--- config.mk ---
export PLATFORM = sky130hd
export DESIGN_NAME = counter_mod_m
export DESIGN_NICKNAME = d
export VERILOG_FILES = /design/src/rtl/counter_pkg.sv /design/src/rtl/counter_mod_m_next.sv /design/src/rtl/counter_mod_m.sv
export SDC_FILE = /design/constraint.sdc
export NUM_CORES = 1
export LEC_CHECK = 0
export BUFFER_PORTS_ARGS = -buffer_cell sky130_fd_sc_hd__buf_2
export CELL_PAD_IN_SITES_DETAIL_PLACEMENT = 2
export CELL_PAD_IN_SITES_GLOBAL_PLACEMENT = 2
export CORE_MARGIN = 5
export CORE_UTILIZATION = 25
export CTS_CLUSTER_DIAMETER = 30
export DETAILED_ROUTE_END_ITERATION = 10
export PLACE_DENSITY = 0.69
export SLEW_MARGIN = 10
export SYNTH_ARGS = -nofsm -noshare
export SYNTH_HDL_FRONTEND = slang
export SYNTH_SLANG_ARGS = --single-unit
export TNS_END_PERCENT = 30
--- constraint.sdc ---
create_clock -name clk -period 2.8 [get_ports clk]
set_clock_uncertainty 0.2 [all_clocks]
set_input_delay 0.56 -clock clk [delete_from_list [all_inputs] [get_ports clk]]
set_output_delay 0.56 -clock clk [all_outputs]
set_load 0.005 [all_outputs]
--- src/rtl/counter_pkg.sv ---
// rtl/counter_pkg.sv - shared constants and helpers for the modulo-M counter
package counter_pkg;

  localparam logic DIR_UP   = 1'b1;
  localparam logic DIR_DOWN = 1'b0;

  // Width needed to hold 0..n-1, never less than one bit.
  function automatic int clog2_min1(input int n);
    int w;
    w = 0;
    while ((1 << w) < n) w++;
    return (w < 1) ? 1 : w;
  endfunction

endpackage

--- src/rtl/counter_mod_m_next.sv ---
// rtl/counter_mod_m_next.sv - combinational next-state and flag logic for counter_mod_m
module counter_mod_m_next
  import counter_pkg::*;
#(
  parameter int M        = 5,
  parameter int W        = clog2_min1(M),
  parameter int SATURATE = 0
) (
  input  logic [W-1:0] qout,
  input  logic         en,
  input  logic         up_dn,
  input  logic         clr,
  input  logic         load,
  input  logic [W-1:0] load_val,
  output logic [W-1:0] qout_nxt,
  output logic         wrap_nxt,
  output logic         load_err_nxt
);

  localparam logic [W-1:0] MAX = W'(M - 1);

  always_comb begin
    qout_nxt     = qout;
    wrap_nxt     = 1'b0;
    load_err_nxt = 1'b0;
    if (clr) begin
      qout_nxt = '0;
    end else if (load) begin
      if (load_val > MAX) begin
        qout_nxt     = MAX;
        load_err_nxt = 1'b1;
      end else begin
        qout_nxt = load_val;
      end
    end else if (en) begin
      // Out-of-range states recover to the first legal value in the count direction.
      if (up_dn == DIR_UP) begin
        if (qout > MAX) begin
          qout_nxt = '0;
        end else if (qout == MAX) begin
          if (SATURATE == 0) begin
            qout_nxt = '0;
            wrap_nxt = 1'b1;
          end
        end else begin
          qout_nxt = qout + 1'b1;
        end
      end else begin
        if (qout > MAX) begin
          qout_nxt = MAX;
        end else if (qout == '0) begin
          if (SATURATE == 0) begin
            qout_nxt = MAX;
            wrap_nxt = 1'b1;
          end
        end else begin
          qout_nxt = qout - 1'b1;
        end
      end
    end
  end

endmodule

--- src/rtl/counter_mod_m.sv ---
// rtl/counter_mod_m.sv - cascadable up/down modulo-M counter with clear, preload and saturation
module counter_mod_m
  import counter_pkg::*;
#(
  parameter int M         = 5,
  parameter int W         = clog2_min1(M),
  parameter int SATURATE  = 0,
  parameter int RESET_VAL = 0
) (
  input  logic         clk,
  input  logic         rst,
  input  logic         en,
  input  logic         up_dn,
  input  logic         clr,
  input  logic         load,
  input  logic [W-1:0] load_val,
  output logic [W-1:0] qout,
  output logic         z,
  output logic         carry_out,
  output logic         wrap,
  output logic         load_err
);

  localparam logic [W-1:0] MAX = W'(M - 1);

  if (M < 2 || RESET_VAL < 0 || RESET_VAL >= M) begin : g_bad_param
    $error("counter_mod_m: need M >= 2 and 0 <= RESET_VAL < M");
  end

  logic [W-1:0] qout_d, qout_q;
  logic         wrap_d, wrap_q;
  logic         load_err_d, load_err_q;

  counter_mod_m_next #(
    .M        (M),
    .W        (W),
    .SATURATE (SATURATE)
  ) u_next (
    .qout         (qout_q),
    .en           (en),
    .up_dn        (up_dn),
    .clr          (clr),
    .load         (load),
    .load_val     (load_val),
    .qout_nxt     (qout_d),
    .wrap_nxt     (wrap_d),
    .load_err_nxt (load_err_d)
  );

  always_ff @(posedge clk or posedge rst) begin
    if (rst) begin
      qout_q     <= W'(RESET_VAL);
      wrap_q     <= 1'b0;
      load_err_q <= 1'b0;
    end else begin
      qout_q     <= qout_d;
      wrap_q     <= wrap_d;
      load_err_q <= load_err_d;
    end
  end

  // Terminal count follows up_dn combinationally so a cascade sees a direction flip at once.
  assign z         = (up_dn == DIR_UP) ? (qout_q == MAX) : (qout_q == '0);
  assign carry_out = z & en;
  assign qout      = qout_q;
  assign wrap      = wrap_q;
  assign load_err  = load_err_q;

endmodule

==> metrics.txt, run 1 <==
status complete, no violations; first-pass GRT wire length about 2000 µm; Reg power frac around 37%; syn nets 65; Placer Congestion 0.781; io pins 16; relative slew slack between 60% and 70%; CTS buffer count 3; Net Sw Frac 30.8%; leakage power ~0.30 nW; Fin Setup TNS 0 ns; WP data arrival 2.22 ns; Detail Placement HPWL 1030 µm; height of the chip 51.5 µm; max cap viols 0; # setup viols final 0; RSZ-0062 raised after global routing no; Skew-Pair Late Insertion Delay 0.24 ns; Setup CP Type reg2reg; Tcrit/Tclk final 81.1%; Pre-antenna DRT Iters 3; #FFs+latches synth 5; # resized after CTS 0; share of cells above drive strength 1 about 28%; power per cell area 433 nW/µm²; required time at the worst-slack endpoint between 2 and 3 ns; hold_buf cts 0; max frequency 0.440 GHz; drt drc 0; Final #Nets between 80 and 90; gr usage total 10.1%; initial antenna violation count 0; Final Hold Fails 0; Setup Buffers After CTS 0; final WL between 1000 and 1500 µm; warnings from Yosys 0; Max VDD drop roughly 0.18 mV; design area between 500 and 600 µm²; Starting Density about a quarter; Core Region about 1700 µm²; WL/cell 15.0 µm; Placed Cells incl. Taps 80; Clock Sink Count 5; DR iter-0 viols 8; final setup margin 0.528 ns; post-synthesis sequential area ratio 29.1%; Slew @ Worst Pin 0.496 ns; htree depth 1; Hold WC Path Type in2async; Die Span X slightly above 50 µm; CTS tree yes; number of I/O port buffers 15; Slew Limit Fails 0; power share of the clock group 36.0%; clk slew on worst S/H paths 0.05 ns; Cells after Synth approximately 50; R2R Setup Slk 0.53 ns; vias in the first global route approximately 450; P_sw roughly 0.071 mW; Layout Utilization 31.4%; ant diodes 0; CP endpoint kind register; fin crit period between 2 and 2.5 ns; Comb power frac 27.4%; clock root buffer clkbuf_4; Placed Area 504 µm²; internal power 0.159 mW; row count 15; global route total overflow 0; Mapped Area 430 µm²; dpl ws 0.541 ns; Via density 5.17; count of cell types in the netlist 24; Critical Path Fanout Max 6; CP Launch Type register; die footprint about 2700 µm²; routed vias 434; largest net degree at the start of global routing 12; Max Buffers Root-to-Sink 2; antenna violation net count after detailed routing 0; Finished Layout Cells 84; Mean Syn Cell Area ~8.4 µm²; Layout Area Growth over Synthesis 23.3%
==> kinds of logic (layout without fill, tap and decap cells) <==
family,after synthesis,in the layout,share of synthesized area (%)
buffers and inverters,10,26,11.3
muxes,1,1,2.33
DFF,5,5,29.1
xor gates and xnor gates,1,1,2.04
adders and majority gates,5,5,14.5
and+or+nand+nor,19,19,24.1
AOI/OAI and AO/OA,10,10,16.6
==> flip-flops by register name (all words and copies together), names as in the netlist <==
signal and count:
load_err 1, qout 3, wrap 1
==> Yosys cell counts <==
master | n | area share (%)
inv_1 | 7 | 6.1
dfrtp_1 | 5 | 29
ha_1 | 5 | 15
nand2_1 | 5 | 4.4
a21oi_1 | 4 | 4.7
nor2_1 | 3 | 2.6
nor3_1 | 3 | 3.5
nand3b_1 | 2 | 3.5
nor4b_1 | 2 | 4.1
a21o_1 | 1 | 1.7
a221oi_1 | 1 | 2.0
a311oi_1 | 1 | 2.0
a31oi_1 | 1 | 1.5
and3_1 | 1 | 1.5
buf_4 | 1 | 1.7
buf_6 | 1 | 2.6
clkbuf_1 | 1 | 0.87
mux2i_1 | 1 | 2.3
nand2b_1 | 1 | 1.5
nor4_1 | 1 | 1.5
o31ai_1 | 1 | 1.7
o31ai_2 | 1 | 2.9
or4_1 | 1 | 1.7
xnor2_1 | 1 | 2.0
==> worst paths after layout <==
| kind | cells past startpoint | to | start |
|---|---|---|---|
| worst max-delay path | 8 | qout[0] | qout[0] |
| worst min-delay path | 2 | qout[1] | rst |
| worst max register to register | 8 | qout[0] | qout[0] |
| worst min register to register | 2 | qout[1] | qout[1] |
| max in group asynchronous | 2 | qout[2] | rst |
| min in group clk | 2 | qout[1] | qout[1] |
==> cell type report <==
class | instances | area, µm²
fill | 220 | 1160
timing repair buffer | 15 | 75.1
clock buffer | 4 | 26.3
inverter | 7 | 26.3
sequential | 5 | 125
multi-input combinational | 36 | 256
tap | 17 | 21.3
==> through the flow <==
stage	power (mW)	hold slack, ns
after floorplan	0.124	0.139
after global placement	0.146	0.260
after detailed placement	0.149	0.270
after CTS	0.235	0.00820
after global routing	0.246	0.0192
final	0.230	0.00697
==> critical path: stages (launching register included) <==
cell and delay, ns:
dfrtp_1 0.43, inv_1 0.10, ha_1 0.18, inv_1 0.06
ha_1 0.22, or4_1 0.53, a21oi_1 0.15, a311oi_1 0.09
o31ai_2 0.21
==> metal layers <==
metal / vias up / global-route usage [%] / part of all wire [%]
met2: 12 / 17.4 / 51
met5: - / 0 / 0
met4: 0 / 3.93 / 0
met3: 0 / 2.87 / 4.4
li1: 210 / - / -
met1: 212 / 11.6 / 44
==> power by group through the flow <==
stage / logic [mW] / registers, mW / clock network [mW]
after floorplan: 0.0424 / 0.0820 / 0
after global placement: 0.0616 / 0.0846 / 0
after detailed placement: 0.0644 / 0.0850 / 0
after CTS: 0.0646 / 0.0839 / 0.0860
after global routing: 0.0710 / 0.0847 / 0.0903
final: 0.0630 / 0.0839 / 0.0827
==> cell usage in the layout, fill, tap and decap left out, types with 2 or more instances in the layout <==
cell type	synthesis	routed
clkbuf_4	0	3
nor4b_1	2	2
nor3_1	3	3
nor2_1	3	3
ha_1	5	5
nand3b_1	2	2
nand2_1	5	5
dfrtp_1	5	5
buf_2	0	15
a21oi_1	4	4
inv_1	7	7
(Power assumes the default switching activity.)
==> inputs of run 2 (changes only) <==
==> constraint.sdc (replaced) <==
create_clock -name clk -period 2.4 [get_ports clk]
set_clock_uncertainty 0.2 [all_clocks]
set_input_delay 0.48 -clock clk [delete_from_list [all_inputs] [get_ports clk]]
set_output_delay 0.48 -clock clk [all_outputs]
set_load 0.005 [all_outputs]
==> run 2 against run 1 <==
  * Utilization rose by 1.5 points
  * Global-route usage is 0.55 points higher
  * Non-clock buffer count rose by 3
  * Design area up 4.7%
  * Hold slack better by 0.29 ns
  * Sequential cell count unchanged
  * Register-to-register slack worse by 0.26 ns
  * Count of clock-buffer cells in the layout unchanged
  * Maximum frequency is 6.3% higher
  * Worst setup slack lost 0.26 ns
  * Routed wire length shrank 3.4%
==> metrics.txt, run 2 (synthesis gave the netlist of run 1 again) <==
status complete, no violations (unchanged); Layout Area Growth over Synthesis 29.1% (was 23.3%); RSZ-0062 raised after global routing no (unchanged); Max Buffers Root-to-Sink 2 (unchanged); Detail Placement HPWL 1010 µm (was 1030 µm); Fin Setup TNS 0 ns (unchanged); Final #Nets 85 (was 82); final WL 1220 µm (was 1260 µm); vias in the first global route 445 (was 453); routed vias 430 (was 434); Placer Congestion 0.677 (was 0.781); Core Region 1690 µm² (unchanged); drt drc 0 (unchanged); Pre-antenna DRT Iters 3 (unchanged); clk slew on worst S/H paths 0.05 ns (about the same); first-pass GRT wire length 2040 µm (was 1970 µm); required time at the worst-slack endpoint 2.35 ns (was 2.75 ns); commonest non-fill, non-tap cell in the layout buf_2 (unchanged); WP data arrival 2.09 ns (was 2.22 ns); Reg power frac 33.6% (was 36.6%); antenna violation net count after detailed routing 0 (unchanged); Layout Utilization 32.9% (was 31.4%); Die Span X 51.5 µm (unchanged); design area 556 µm² (was 531 µm²); Skew-Pair Late Insertion Delay 0.25 ns (was 0.24 ns); max cap viols 0 (unchanged); WL/cell 14.0 µm (was 15.0 µm); CTS tree yes (unchanged); DR iter-0 viols 4 (was 8); largest net degree at the start of global routing 11 (was 12); Hold WC Path Type in2reg (was in2async); Critical Path Fanout Max 4 (was 6); share of cells above drive strength 1 30.0% (was 28.4%); total power 0.275 mW (was 0.230 mW); die footprint 2650 µm² (unchanged); Net Sw Frac 30.9% (was 30.8%); Comb power frac 30.3% (was 27.4%); Via density 4.94 (was 5.17); Placed Area 519 µm² (was 504 µm²); relative slew slack 66.8% (was 66.7%); global route total overflow 0 (unchanged); leakage power 0.310 nW (was 0.296 nW); Slew Limit Fails 0 (unchanged); Setup CP Type reg2reg (unchanged); power per cell area 495 nW/µm² (was 433 nW/µm²); P_sw 0.0849 mW (was 0.0707 mW); number of I/O port buffers 15 (unchanged); row count 15 (unchanged); gr usage total 10.6% (was 10.1%); Slew @ Worst Pin 0.495 ns (was 0.496 ns); Tcrit/Tclk final 89.0% (was 81.1%); max frequency 0.468 GHz (was 0.440 GHz); hold slack 0.297 ns (was 0.00697 ns); fin crit period 2.14 ns (was 2.27 ns); Final Hold Fails 0 (unchanged); Placed Cells incl. Taps 82 (was 80); ant diodes 0 (unchanged); dpl ws 0.246 ns (was 0.541 ns); CTS buffer count 3 (unchanged); CP Launch Type register (unchanged); power share of the clock group 36.1% (was 36.0%); max reg flops 3 (unchanged); initial antenna violation count 0 (unchanged); # setup viols final 0 (unchanged); Max VDD drop 0.375 mV (was 0.183 mV); CP endpoint kind register (unchanged); clock root buffer clkbuf_4 (unchanged); Finished Layout Cells 87 (was 84); htree depth 1 (unchanged); Clock Sink Count 5 (unchanged); final setup margin 0.264 ns (was 0.528 ns); io pins 16 (unchanged); Setup Buffers After CTS 0 (unchanged); internal power 0.190 mW (was 0.159 mW); height of the chip 51.5 µm (unchanged); Starting Density 25.5% (unchanged); commonest cells after routing, fill and taps aside buf_2, inv_1, nand2_1, ha_1, dfrtp_1 (unchanged)
## run 2: worst max-delay path, stage by stage, from the launching register on
cell	delay (ns)
dfrtp_1	0.40
inv_1	0.09
ha_1	0.17
inv_1	0.07
ha_1	0.22
or4_1	0.50
a21oi_1	0.14
a311oi_1	0.08
o31ai_2	0.17
## run 2: cell type report
type	instances	area [µm²]
clock buffer	4	26.3
fill	208	1130
inverter	7	26.3
multi-input combinational	36	256
sequential	5	125
tap	17	21.3
timing repair buffer	18	100
## run 2: per-layer routing
metal,vias up,wire (µm),global-route usage (%)
met5,-,0,0
met4,0,0,2.62
met3,0,75,4.87
met2,11,581,16.3
met1,204,561,13.4
li1,215,-,-
## run 2: path summary, 6_finish.rpt
check / startpoint / to / slack [ns] / cells after the start
min: clr / load_err / 0.30 / 2
min reg2reg: qout[1] / qout[1] / 0.32 / 2
min in group asynchronous: rst / qout[2] / 0.49 / 3
max reg2reg: qout[1] / qout[0] / 0.26 / 8
max in group asynchronous: rst / load_err / 1.34 / 3
max: qout[1] / qout[0] / 0.26 / 8
## run 2: repair_timing
item,in CTS,in global routing
endpoints found under the hold margin,5,0
hold buffers,1,0
gates resized for setup,0,0
## run 2: power groups by stage
stage / clock network, mW / registers, mW / logic, mW
3_5_place_dp: 0 / 0.0938 / 0.0836
6_report: 0.0993 / 0.0924 / 0.0834
4_1_cts: 0.105 / 0.0925 / 0.0851
5_1_grt: 0.120 / 0.0930 / 0.0938
3_3_place_gp: 0 / 0.0937 / 0.0824
2_1_floorplan: 0 / 0.0957 / 0.0495
==> inputs of run 3 (changes only) <==
--- a/config.mk
+++ b/config.mk
@@ -5,11 +5,12 @@
 export SDC_FILE = /design/constraint.sdc
 export NUM_CORES = 1
 export LEC_CHECK = 0
+export ABC_AREA = 1
 export BUFFER_PORTS_ARGS = -buffer_cell sky130_fd_sc_hd__buf_2
 export CELL_PAD_IN_SITES_DETAIL_PLACEMENT = 2
 export CELL_PAD_IN_SITES_GLOBAL_PLACEMENT = 2
 export CORE_MARGIN = 5
-export CORE_UTILIZATION = 25
+export CORE_UTILIZATION = 23
 export CTS_CLUSTER_DIAMETER = 30
 export DETAILED_ROUTE_END_ITERATION = 10
 export PLACE_DENSITY = 0.69
==> run 3 against run 2 <==
  * First-iteration DRC count increased by 50%
  * Worst setup slack better by 0.019 ns
  * Sequential share of layout area fell by 0.30 points
  * Combinational power down 0.5%
  * Power grew 0.52%
  * Sequential power is 6.9% higher
  * Area after synthesis is 2.3% lower
  * Routed wire length grew 7.3%
  * Non-clock buffer count shrank 2
  * Utilization decreased by 0.28 points
  * Critical path type is now reg2out
==> metrics.txt, run 3 <==
gr usage total 11.0% (was 10.6%); Core Region 1730 µm² (was 1690 µm²); Final Hold Fails 0 (unchanged); Cells after Synth 60 (was 51); dpl ws 0.518 ns (was 0.246 ns); Die Span X 52.8 µm (was 51.5 µm); syn nets 74 (was 65); routed vias 453 (was 430); final WL 1310 µm (was 1220 µm); WP data arrival 1.44 ns (was 2.09 ns); CTS buffer count 3 (unchanged); max frequency 0.472 GHz (was 0.468 GHz); count leader, synth nand2_1 (was inv_1); #FFs+latches synth 5 (unchanged); first-pass GRT wire length 2210 µm (was 2040 µm); Detail Placement HPWL 1140 µm (was 1010 µm); global route total overflow 0 (unchanged); antenna violation net count after detailed routing 0 (unchanged); commonest cells after routing, fill and taps aside buf_2, nand2_1, inv_1, nand3_1 (was buf_2, inv_1, nand2_1, ha_1, dfrtp_1); Layout Utilization 32.6% (was 32.9%); initial antenna violation count 0 (unchanged); DR iter-0 viols 6 (was 4); Max VDD drop 0.287 mV (was 0.375 mV); RSZ-0062 raised after global routing no (unchanged); Mapped Area 420 µm² (was 430 µm²); Slew Limit Fails 0 (unchanged); vias in the first global route 512 (was 445); htree depth 1 (unchanged); largest net degree at the start of global routing 9 (was 11); final setup margin 0.282 ns (was 0.264 ns); Net Sw Frac 32.2% (was 30.9%); row count 15 (unchanged); CP endpoint kind output pin (was register); Critical Path Fanout Max 5 (was 4); internal power 0.187 mW (was 0.190 mW); EDFF count, synth 0 (unchanged); Pre-antenna DRT Iters 2 (was 3); Setup CP Type reg2out (was reg2reg); count of cell types in the netlist 16 (was 24); Placer Congestion 0.723 (was 0.677); P_sw 0.0891 mW (was 0.0849 mW); Synth area leader dfrtp_1 (unchanged); # setup viols final 0 (unchanged); Starting Density 24.3% (was 25.5%); power per cell area 491 nW/µm² (was 495 nW/µm²); Layout Area Growth over Synthesis 33.9% (was 29.1%); Synth top area share 29.8% (was 29.1%); Comb power frac 30.0% (was 30.3%); Via density 4.31 (was 4.94); required time at the worst-slack endpoint 1.72 ns (was 2.35 ns); hold_buf cts 1 (unchanged); relative slew slack 74.2% (was 66.8%); hold slack 0.213 ns (was 0.297 ns); power share of the clock group 34.2% (was 36.1%); height of the chip 52.8 µm (was 51.5 µm); WL/cell 12.4 µm (was 14.0 µm); R2R Setup Slk 0.61 ns (was 0.26 ns); max cap viols 0 (unchanged); max reg flops 3 (unchanged); clk slew on worst S/H paths 0.04 ns (was 0.05 ns); Max Buffers Root-to-Sink 2 (unchanged); number of I/O port buffers 15 (unchanged); Reg power frac 35.7% (was 33.6%); clock root buffer clkbuf_4 (unchanged); drt drc 0 (unchanged); Setup Buffers After CTS 0 (unchanged); Tcrit/Tclk final 88.2% (was 89.0%); commonest non-fill, non-tap cell in the layout buf_2 (unchanged); reg2reg path depth 8 (unchanged); dominant cells by area after synthesis dfrtp_1, ha_1, nand2_1 (was dfrtp_1, ha_1, inv_1); leakage power 0.331 nW (was 0.310 nW); share of cells above drive strength 1 28.7% (was 30.0%); Mean Syn Cell Area 7.01 µm² (was 8.44 µm²); CP Launch Type register (unchanged); Hold WC Path Type in2reg (unchanged); synth cell count leaders nand2_1, inv_1, nand3_1 (was inv_1, dfrtp_1, ha_1, nand2_1, a21oi_1); Post-synth ARST share 100% (unchanged); CTS tree yes (unchanged); post-synthesis sequential area ratio 29.8% (was 29.1%); die footprint 2780 µm² (was 2650 µm²); total power 0.277 mW (was 0.275 mW); Slew @ Worst Pin 0.384 ns (was 0.495 ns); ant diodes 0 (unchanged); status complete, no violations (unchanged); hold path depth 2 (unchanged); Skew-Pair Late Insertion Delay 0.24 ns (was 0.25 ns); Final #Nets 95 (was 85); Clock Sink Count 5 (unchanged); Fin Setup TNS 0 ns (unchanged); fin crit period 2.12 ns (was 2.14 ns); # resized after CTS 0 (unchanged); ys flop type dfrtp_1 (unchanged); io pins 16 (unchanged); warnings from Yosys 0 (unchanged)
## run 3: per-stage QoR
stage	cell area (µm²)	instances
floorplan	420	60
global placement	527	100
detailed placement	527	100
CTS	563	105
global route	563	105
finish	563	105
## run 3: layer usage
layer,vias to the layer above,GRT usage (%),share of wire [%]
li1,229,-,-
met1,211,13.1,44
met2,13,19.4,52
met3,0,3.70,3.4
met4,0,1.28,0
met5,-,0,0
## run 3: path summary, 6_finish.rpt
check,endpoint,startpoint
max in group asynchronous,load_err,rst
worst max register to register,qout[2],qout[0]
min in group asynchronous,qout[2],rst
worst min-delay path,load_err,clr
worst min register to register,qout[1],qout[1]
worst max-delay path,carry_out,qout[0]
## run 3: power groups by stage
stage	Clock, mW	Combinational (mW)	Sequential (mW)
after CTS	0.0989	0.0856	0.0994
after global routing	0.108	0.0957	0.100
after floorplan	0	0.0488	0.0984
final	0.0947	0.0830	0.0988
after detailed placement	0	0.0836	0.101
after global placement	0	0.0821	0.100
## run 3: cells by family (layout without fill, tap and decap cells)
| logic type | count (synthesis) | count (layout) | share of synthesized area, % |
|---|---|---|---|
| flops | 5 | 5 | 29.8 |
| compound gates | 9 | 9 | 12.2 |
| simple gates | 27 | 27 | 29.5 |
| fa+ha+maj | 5 | 5 | 14.9 |
| buf+inv | 13 | 33 | 11.6 |
| xor+xnor | 1 | 1 | 2.08 |
## run 3: area by class of cell
class,count,area (µm²)
fillers,234,1160
multi-input cells,42,246
flip-flops and latches,5,125
repair buffers,16,85.1
inverters,13,48.8
well taps,25,31.3
clock buffers,4,26.3
## run 3: critical path: stages, from the launching register on
cell     delay, ns
dfrtp_1       0.43
inv_1         0.11
ha_1          0.19
nand2_2       0.09
o21ai_2       0.16
nand2_2       0.07
inv_1         0.05
buf_2         0.10
